<file path="config.mk">
export PLATFORM = sky130hd
export DESIGN_NAME = condicionador_botoes
export DESIGN_NICKNAME = d
export VERILOG_FILES = /design/src/rtl/geogenius_pkg.sv /design/src/rtl/condicionador_botoes_sincronizador.sv /design/src/rtl/condicionador_botoes.sv
export SDC_FILE = /design/constraint.sdc
export NUM_CORES = 1
export LEC_CHECK = 0
export ABC_AREA = 1
export CAP_MARGIN = 20
export CORE_UTILIZATION = 51
export DETAILED_ROUTE_END_ITERATION = 7
export GPL_ROUTABILITY_DRIVEN = 0
export HOLD_SLACK_MARGIN = 0.08
export PLACE_DENSITY_LB_ADDON = 0.25
export SLEW_MARGIN = 0
export SYNTH_ARGS = -nofsm -noshare
export SYNTH_HDL_FRONTEND = slang
export SYNTH_SLANG_ARGS = --single-unit
</file>
<file path="constraint.sdc">
create_clock -name i_clock -period 1.8 [get_ports i_clock]
set_clock_uncertainty 0.15 [all_clocks]
set_input_delay 0.18 -clock i_clock [delete_from_list [all_inputs] [get_ports i_clock]]
set_output_delay 0.18 -clock i_clock [all_outputs]
set_load 0.02 [all_outputs]
</file>
<file path="src/rtl/geogenius_pkg.sv">
// Shared constants, state encoding and helpers for the geogenius game input path.
package geogenius_pkg;

  localparam int unsigned N_BOTOES         = 8;
  localparam int unsigned DEBOUNCE_DEFAULT = 50000;

  typedef enum logic [1:0] {
    ESPERA = 2'd0,
    FILTRA = 2'd1,
    ACEITA = 2'd2,
    SOLTA  = 2'd3
  } estado_t;

  // True when exactly one bit of the play vector is set.
  function automatic logic eh_one_hot(input logic [N_BOTOES-1:0] v);
    return (v != '0) && ((v & (v - N_BOTOES'(1))) == '0);
  endfunction

endpackage

</file>
<file path="src/rtl/condicionador_botoes_sincronizador.sv">
// N-bit two-flop synchroniser for asynchronous button levels.
module sincronizador
  import geogenius_pkg::*;
#(
  parameter int unsigned W = N_BOTOES
) (
  input  logic         i_clock,
  input  logic         i_reset,
  input  logic [W-1:0] i_d,
  output logic [W-1:0] o_q
);

  logic [W-1:0] r_meta;
  logic [W-1:0] r_q;

  always_ff @(posedge i_clock or negedge i_reset) begin
    if (!i_reset) begin
      r_meta <= '0;
      r_q    <= '0;
    end else begin
      r_meta <= i_d;
      r_q    <= r_meta;
    end
  end

  assign o_q = r_q;

endmodule

</file>
<file path="src/rtl/condicionador_botoes.sv">
// Button conditioner: sync, debounce, press-then-release, chord rejection -> one-hot play + strobe.
// Optional chord reporting on o_multi_press when MULTI_PRESS_DETECT_EN is defined.
module condicionador_botoes
  import geogenius_pkg::*;
#(
  parameter int unsigned DEBOUNCE_CICLOS = DEBOUNCE_DEFAULT
) (
  input  logic                i_clock,
  input  logic                i_reset,
  input  logic                i_habilita,
  input  logic [N_BOTOES-1:0] i_botoes,
  output logic [N_BOTOES-1:0] o_jogada,
  output logic                o_fez_jogada,
  output logic                o_multi_press,
  output logic [1:0]          o_db_estado
);

  localparam int unsigned          CNT_W   = $clog2(DEBOUNCE_CICLOS);
  localparam logic [CNT_W-1:0]     CNT_MAX = CNT_W'(DEBOUNCE_CICLOS - 1);

  logic [N_BOTOES-1:0] w_s;
  estado_t             r_estado;
  logic [CNT_W-1:0]    r_cnt;
  logic [N_BOTOES-1:0] r_cand;
  logic [N_BOTOES-1:0] r_jogada;
  logic                r_fez_jogada;
`ifdef MULTI_PRESS_DETECT_EN
  logic                r_multi_press;
`endif

  sincronizador #(.W(N_BOTOES)) u_sinc (
    .i_clock (i_clock),
    .i_reset (i_reset),
    .i_d     (i_botoes),
    .o_q     (w_s)
  );

  // Debounce FSM; the counter only leaves a state at terminal count, so it never wraps.
  always_ff @(posedge i_clock or negedge i_reset) begin
    if (!i_reset) begin
      r_estado     <= SOLTA;
      r_cnt        <= '0;
      r_cand       <= '0;
      r_jogada     <= '0;
      r_fez_jogada <= 1'b0;
`ifdef MULTI_PRESS_DETECT_EN
      r_multi_press <= 1'b0;
`endif
    end else begin
      r_fez_jogada <= 1'b0;
`ifdef MULTI_PRESS_DETECT_EN
      r_multi_press <= 1'b0;
`endif
      case (r_estado)
        ESPERA: begin
          r_cnt <= '0;
          if (i_habilita && (w_s != '0)) begin
            r_cand   <= w_s;
            r_estado <= FILTRA;
          end
        end
        FILTRA: begin
          if (!i_habilita) begin
            r_cnt    <= '0;
            r_estado <= SOLTA;
          end else if (w_s == '0) begin
            r_cnt    <= '0;
            r_estado <= ESPERA;
          end else if (w_s != r_cand) begin
            r_cand <= w_s;
            r_cnt  <= '0;
          end else if (r_cnt == CNT_MAX) begin
            r_cnt    <= '0;
            r_estado <= ACEITA;
          end else begin
            r_cnt <= r_cnt + CNT_W'(1);
          end
        end
        ACEITA: begin
          if (eh_one_hot(r_cand)) begin
            r_jogada     <= r_cand;
            r_fez_jogada <= 1'b1;
          end
`ifdef MULTI_PRESS_DETECT_EN
          else begin
            r_multi_press <= 1'b1;
          end
`endif
          r_cnt    <= '0;
          r_estado <= SOLTA;
        end
        SOLTA: begin
          // Any activity restarts the release window; the play is re-armed only after a clean release.
          if (w_s != '0) begin
            r_cnt <= '0;
          end else if (r_cnt == CNT_MAX) begin
            r_cnt    <= '0;
            r_estado <= ESPERA;
          end else begin
            r_cnt <= r_cnt + CNT_W'(1);
          end
        end
        default: begin
          r_cnt    <= '0;
          r_estado <= SOLTA;
        end
      endcase
    end
  end

  assign o_jogada     = r_jogada;
  assign o_fez_jogada = r_fez_jogada;
  assign o_db_estado  = 2'(r_estado);
`ifdef MULTI_PRESS_DETECT_EN
  assign o_multi_press = r_multi_press;
`else
  assign o_multi_press = 1'b0;
`endif

endmodule
</file>
Word level (Yosys, flattened, before mapping)
Index checks and enable logic that the tools add are counted.
{"block": "op_classes", "add_sub_neg": 2, "eq_ne": 13, "muxes": 21, "n_bitwise": 1, "reduce_logical": 12}
{"cell": "$mux 16", "count": 5}
{"cell": "$pmux 16 s3", "count": 1}
{"cell": "$mux 8", "count": 4}
{"cell": "$add 16x1->16 const B", "count": 1}
{"cell": "$eq 16x16->1 const B", "count": 1}
{"cell": "$logic_not 8->1", "count": 2}
{"cell": "$pmux 8 s2", "count": 1}
{"cell": "$reduce_bool 8->1", "count": 2}
{"cell": "$mux 2", "count": 7}
{"cell": "$ne 2x2->1 const B", "count": 6}
{"cell": "$reduce_and 5->1", "count": 2}
{"cell": "$and 8x8->8", "count": 1}
{"cell": "$ne 4x4->1 const B", "count": 2}
{"cell": "$ne 8x8->1", "count": 1}
{"cell": "$pmux 2 s4", "count": 1}
{"cell": "$sub 8x1->8 const B", "count": 1}
{"cell": "$eq 2x2->1 const B", "count": 2}
{"cell": "$eq 2x1->1 const B", "count": 1}
{"cell": "$logic_and 1x1->1", "count": 2}
{"cell": "$logic_not 2->1", "count": 1}
{"cell": "$mux 1", "count": 2}
{"cell": "$reduce_and 2->1", "count": 1}
{"cell": "$reduce_bool 2->1", "count": 1}
{"cell": "$reduce_or 2->1", "count": 1}
{"block": "word_totals", "regBits": 51, "inputBits": 11, "out_inout_bits": 12, "elab_cells": 56}

Logic depth before layout (Yosys ltp)
{"block": "depth", "word_depth": 6, "depth_mapped": 12, "depth_no_buf": 11}

By module
Synthesis repeated with hierarchy kept, for this count alone.
{"block": "hier_totals", "cells_unflattened": 284, "area_unflattened_um2": 2414.8}
{"mod": "condicionador_botoes", "n_inst": 1, "cells_per_inst": 268, "area_per_inst_um2": 2014.4, "seq_area_each_um2": 878.3}
{"mod": "sincronizador", "n_inst": 1, "cells_per_inst": 16, "area_per_inst_um2": 400.4, "seq_area_each_um2": 400.4}

Least setup slack after synthesis
OpenSTA, ideal clock, no wires.
{"block": "synth_timing", "path_kind": "reg2reg", "startpoint": "register r_cnt[0]", "endpoint": "register r_cnt[10]", "setup_ns": 0.118, "t_arrival_ns": 1.439, "t_required_ns": 1.532, "setup_slack_ns": 0.093, "stages_incl_launch_ff": 8, "n_path_buf": 0, "synth_period_minus_slack_ns": 1.707, "path_cell_list": "dfrtp_1 ha_1 nand3_1 nor3_1 nand3_1 nor2_1 xor2_1 nor2_1"}
{"block": "synth_via", "elab_chain_len": 6, "elab_cells_between_ends": 8}
{"item": "start: declaration", "line_no": "condicionador_botoes.sv:23", "rtl": "logic [CNT_W-1:0] r_cnt;"}
{"item": "start signal: assignment", "line_no": "condicionador_botoes.sv:76", "rtl": "r_cnt <= r_cnt + CNT_W'(1);"}
{"item": "start signal: assignment", "line_no": "condicionador_botoes.sv:100", "rtl": "r_cnt <= r_cnt + CNT_W'(1);"}
{"item": "$add 16x1->16 or $eq 16x16->1 (tied branches)"}
{"item": "$mux 16 (*)", "line_no": "condicionador_botoes.sv:72, condicionador_botoes.sv:96"}
{"item": "$mux 16", "line_no": "condicionador_botoes.sv:69", "rtl": "end else if (w_s != r_cand) begin"}
{"item": "$mux 16", "line_no": "condicionador_botoes.sv:66", "rtl": "end else if (w_s == '0) begin"}
{"item": "$mux 16", "line_no": "condicionador_botoes.sv:63", "rtl": "if (!i_habilita) begin"}
{"item": "$pmux 16 s3 (*)", "line_no": "condicionador_botoes.sv:54", "rtl": "case (r_estado)"}
Every way passes the cells marked *; elsewhere a longest branch is shown, timed or not.
A chain may end at the register's enable or synchronous reset.

Worst setup path in the final report
{"block": "layout_timing", "startpoint": "register r_cand[0]", "endpoint": "register r_jogada[1] (netlist: o_jogada[1])"}
{"block": "layout_via", "elab_chain_len": 5, "elab_cells_between_ends": 6}
{"item": "start: declaration", "line_no": "condicionador_botoes.sv:24", "rtl": "logic [N_BOTOES-1:0] r_cand;"}
{"item": "start signal: assignment", "line_no": "condicionador_botoes.sv:58", "rtl": "r_cand <= w_s;"}
{"item": "start signal: assignment", "line_no": "condicionador_botoes.sv:70", "rtl": "r_cand <= w_s;"}
{"item": "$sub 8x1->8", "line_no": "geogenius_pkg.sv:16", "rtl": "return (v != '0) && ((v & (v - N_BOTOES'(1))) == '0);"}
{"item": "$and 8x8->8", "line_no": "geogenius_pkg.sv:16"}
{"item": "$logic_not 8->1", "line_no": "geogenius_pkg.sv:16"}
{"item": "$logic_and 1x1->1 (*)", "line_no": "geogenius_pkg.sv:16"}
{"item": "$reduce_and 2->1 (no source line) (*)"}
{"item": "end signal: assignment", "line_no": "condicionador_botoes.sv:81", "rtl": "r_jogada <= r_cand;"}
{"item": "end: declaration", "line_no": "condicionador_botoes.sv:25", "rtl": "logic [N_BOTOES-1:0] r_jogada;"}
Marks and branches as above.

==> reports/results.txt <==
Worst Path Required: 1.86 ns
Final Hold Fails: 0
Fraction of synthesized cell area taken by the top area cell type: 50.46%
Layout cell share with drive strength beyond 1: 15.18%
Cts bufs inserted: 5
Die area: 0.005045 sq mm
Xor-xnor portion of the synthesized cell area: 4.686%
CTS Buffer Depth: 2
Final Critical Period: 1.681 ns
Clock root buffer: clkbuf_8
Gate power share: 32.3%
Failing checks: DRC
Leak: 0.001441 uW
CTS tree: built
WS Path Type: register to register
Compound-gate portion of the synthesized area: 5.201%
Hold Path Class: input pin to register
Power density over the cells: 1231 mW/mm^2
Initial Utilization: 54.31%
ANT nets after route: 0
Initial DRC Count: 105
Final Cycle Share: 93.38%
Most frequent cells in the layout: nand2_1, inv_1, dfrtp_1
Die height: 71.03 um
Syn Std Cell Area: 0.002430 sq mm
Switching share of power: 36.22%
Avg Vias per Cell: 4.902
Syn Area/Cell: 8.127 sq um
Initial antenna violation count: 0
Max cap viols: 0
Die width: 71.03 um
Status: finished with violations
Unique cell type count in the Yosys netlist: 24
First-pass GRT wire length: 7.231 mm
Crit Path Max Fanout: 16
Num ports: 23
Clock transition at path regs: 0.09 ns
Multiplexer share of the synthesized area: 0%
Global route hottest layer: met2
H-tree depth: 2
DRC errors left: 6
CTS sink count: 51
Synth top area cells: dfrtp_1, nand2_1, inv_1, nor2_1, xor2_1
Synth Area in Adders: 0.5149%
Cell Area, Placed: 0.002735 sq mm
All-Layer GR Usage: 18.79%
Grt met1 use: 25.85%
Fmax: 595.0 MHz
Grt total ovfl: 0
Post-route design area: 0.002932 sq mm
Cell count after synthesis: 299
Area leader, netlist: dfrtp_1
Area delta synth->final: 20.65%
Worst stage delay on the critical path: 0.46 ns
Via count: 1902
N_diodes: 0
Data arrival, critical path: 1.74 ns
Vias in the first global route: 1633
Peak VDD IR: 0.0007530 V
Max-slew violation count: 0
Clk_lat worst skew: 0.31 ns
WL/cell: 11.05 um
CORE AREA: 0.004474 sq mm
Cell Rows: 24
Yosys reg bits: 51
Post-DP HPWL: 3.094 mm
Worst setup SP type: register
Drt pass-1 iters: 8
Post-Synth Simple-Gate Area: 27.24%
Nets@finish: 347
Final setup vio count: 0
Most common library cell in the layout ignoring fill and taps: nand2_1
Pint: 2301 uW
CP cell instances: nor2_2, nand2_1, o21ai_1, nand2_1, nor2_2, nand2_4, o21ai_1, inv_1
Register area share after synthesis: 52.63%
Largest net degree at the start of global routing: 52
Critical-path top delay cell: dfrtp_2
Main combinational cell family by area after synthesis: simple AND/OR/NAND/NOR gates
Final standard cell utilization of the core: 65.52%
WL final: 4.288 mm
Critical Path Sink Type: register
Fillers: 382
Met3 usage: 4.416%
Synth warn: 0
Port buffer count: 21
Post-Syn Nets: 311
Clock network fraction of total power: 22.6%
Sequential power share: 45.1%
Net Switching: 1307 uW
Met2 Use GR: 29.06%
through the flow:
stage	cells	total power [uW]	hold slack [ns]	TNS, ns	worst slack (ns)
2_1_floorplan	299	2362	-0.2656	0	0.09265
3_3_place_gp	376	2717	0.03684	0	0.01408
3_5_place_dp	376	2760	0.03843	-0.02511	-0.01873
4_1_cts	385	3565	0.1413	0	0.03616
5_1_grt	388	3870	0.1424	-0.01514	-0.01514
6_report	388	3608	0.1519	0	0.1192
synthesized netlist by cell type, drive strengths merged:
cell type / count
nand2: 84
inv: 52
dfrtp: 49
nor2: 42
o21ai: 17
nand3: 13
xor2: 11
nand4: 5
nor3: 5
a21oi: 4
buf: 4
dfstp: 2
nor4: 2
o211ai: 2
xnor2: 2
a31oi: 1
and3: 1
conb: 1
ha: 1
or2: 1
metal layers:
metal	vias up	share of wire, %
met3	6	3.5
met1	882	50
li1	977	-
met4	0	1.6
met5	-	0
met2	37	45
final cells by class:
type / instances / area, sq um / area share (%)
inverters: 52 / 195.2 / 6.658
flip-flops and latches: 51 / 1285 / 43.83
well taps: 52 / 65.06 / 2.219
repair buffers: 33 / 315.3 / 10.76
clock inverters: 3 / 47.55 / 1.622
clock buffers: 5 / 68.82 / 2.347
multi-input cells: 192 / 954.7 / 32.57
repair_timing:
action,CTS,global route
hold endpoints to repair,51,0
setup endpoints to repair,2,30
pin swaps,0,4
buffers inserted,0,3
gates resized for setup,2,17
hold buffers,1,0
gates cloned,0,0
sequential cells by signal, summed over array words and instances, names as in the netlist, named ones only:
name	cells
o_jogada	8
o_db_estado	1
u_sinc.o_q	8
r_cnt	16
o_fez_jogada	1
u_sinc.r_meta	8
r_cand	8
kinds of logic (layout without fill, tap and decap cells):
| family | count (synthesis) | count (layout) |
|---|---|---|
| compound gates | 24 | 24 |
| flops | 51 | 51 |
| simple gates | 153 | 153 |
| xor+xnor | 13 | 13 |
| other cells | 1 | 1 |
| fa+ha+maj | 1 | 1 |
| buf+inv | 56 | 93 |
worst paths after layout:
path,startpoint,endpoint,slack [ns],cells after the start
worst max-delay path,r_cand[0],o_jogada[1],0.12,8
worst min-delay path,i_botoes[1],u_sinc.r_meta[1],0.15,1
worst min register to register,u_sinc.r_meta[2],u_sinc.o_q[2],0.20,0
min in group asynchronous,i_reset,o_jogada[6],0.21,3
max in group asynchronous,i_reset,async pin,0.98,3
worst max register to register,r_cand[0],o_jogada[1],0.12,8
critical path, delay by kind of cell (launching register included):
family / cells / cell delay [ns]
buffers and inverters: 1 / 0.05
AND/OR/NAND/NOR: 5 / 0.66
flip-flops: 1 / 0.46
AO/OA/AOI/OAI: 2 / 0.26
power groups by stage:
stage	Clock (uW)	Sequential (uW)	Combinational (uW)
2_1_floorplan	0	1710	656
3_3_place_gp	0	1620	1090
3_5_place_dp	0	1640	1120
4_1_cts	834	1610	1120
5_1_grt	871	1670	1330
6_report	814	1630	1170
No activity file was read; power rests on OpenSTA's default activity.
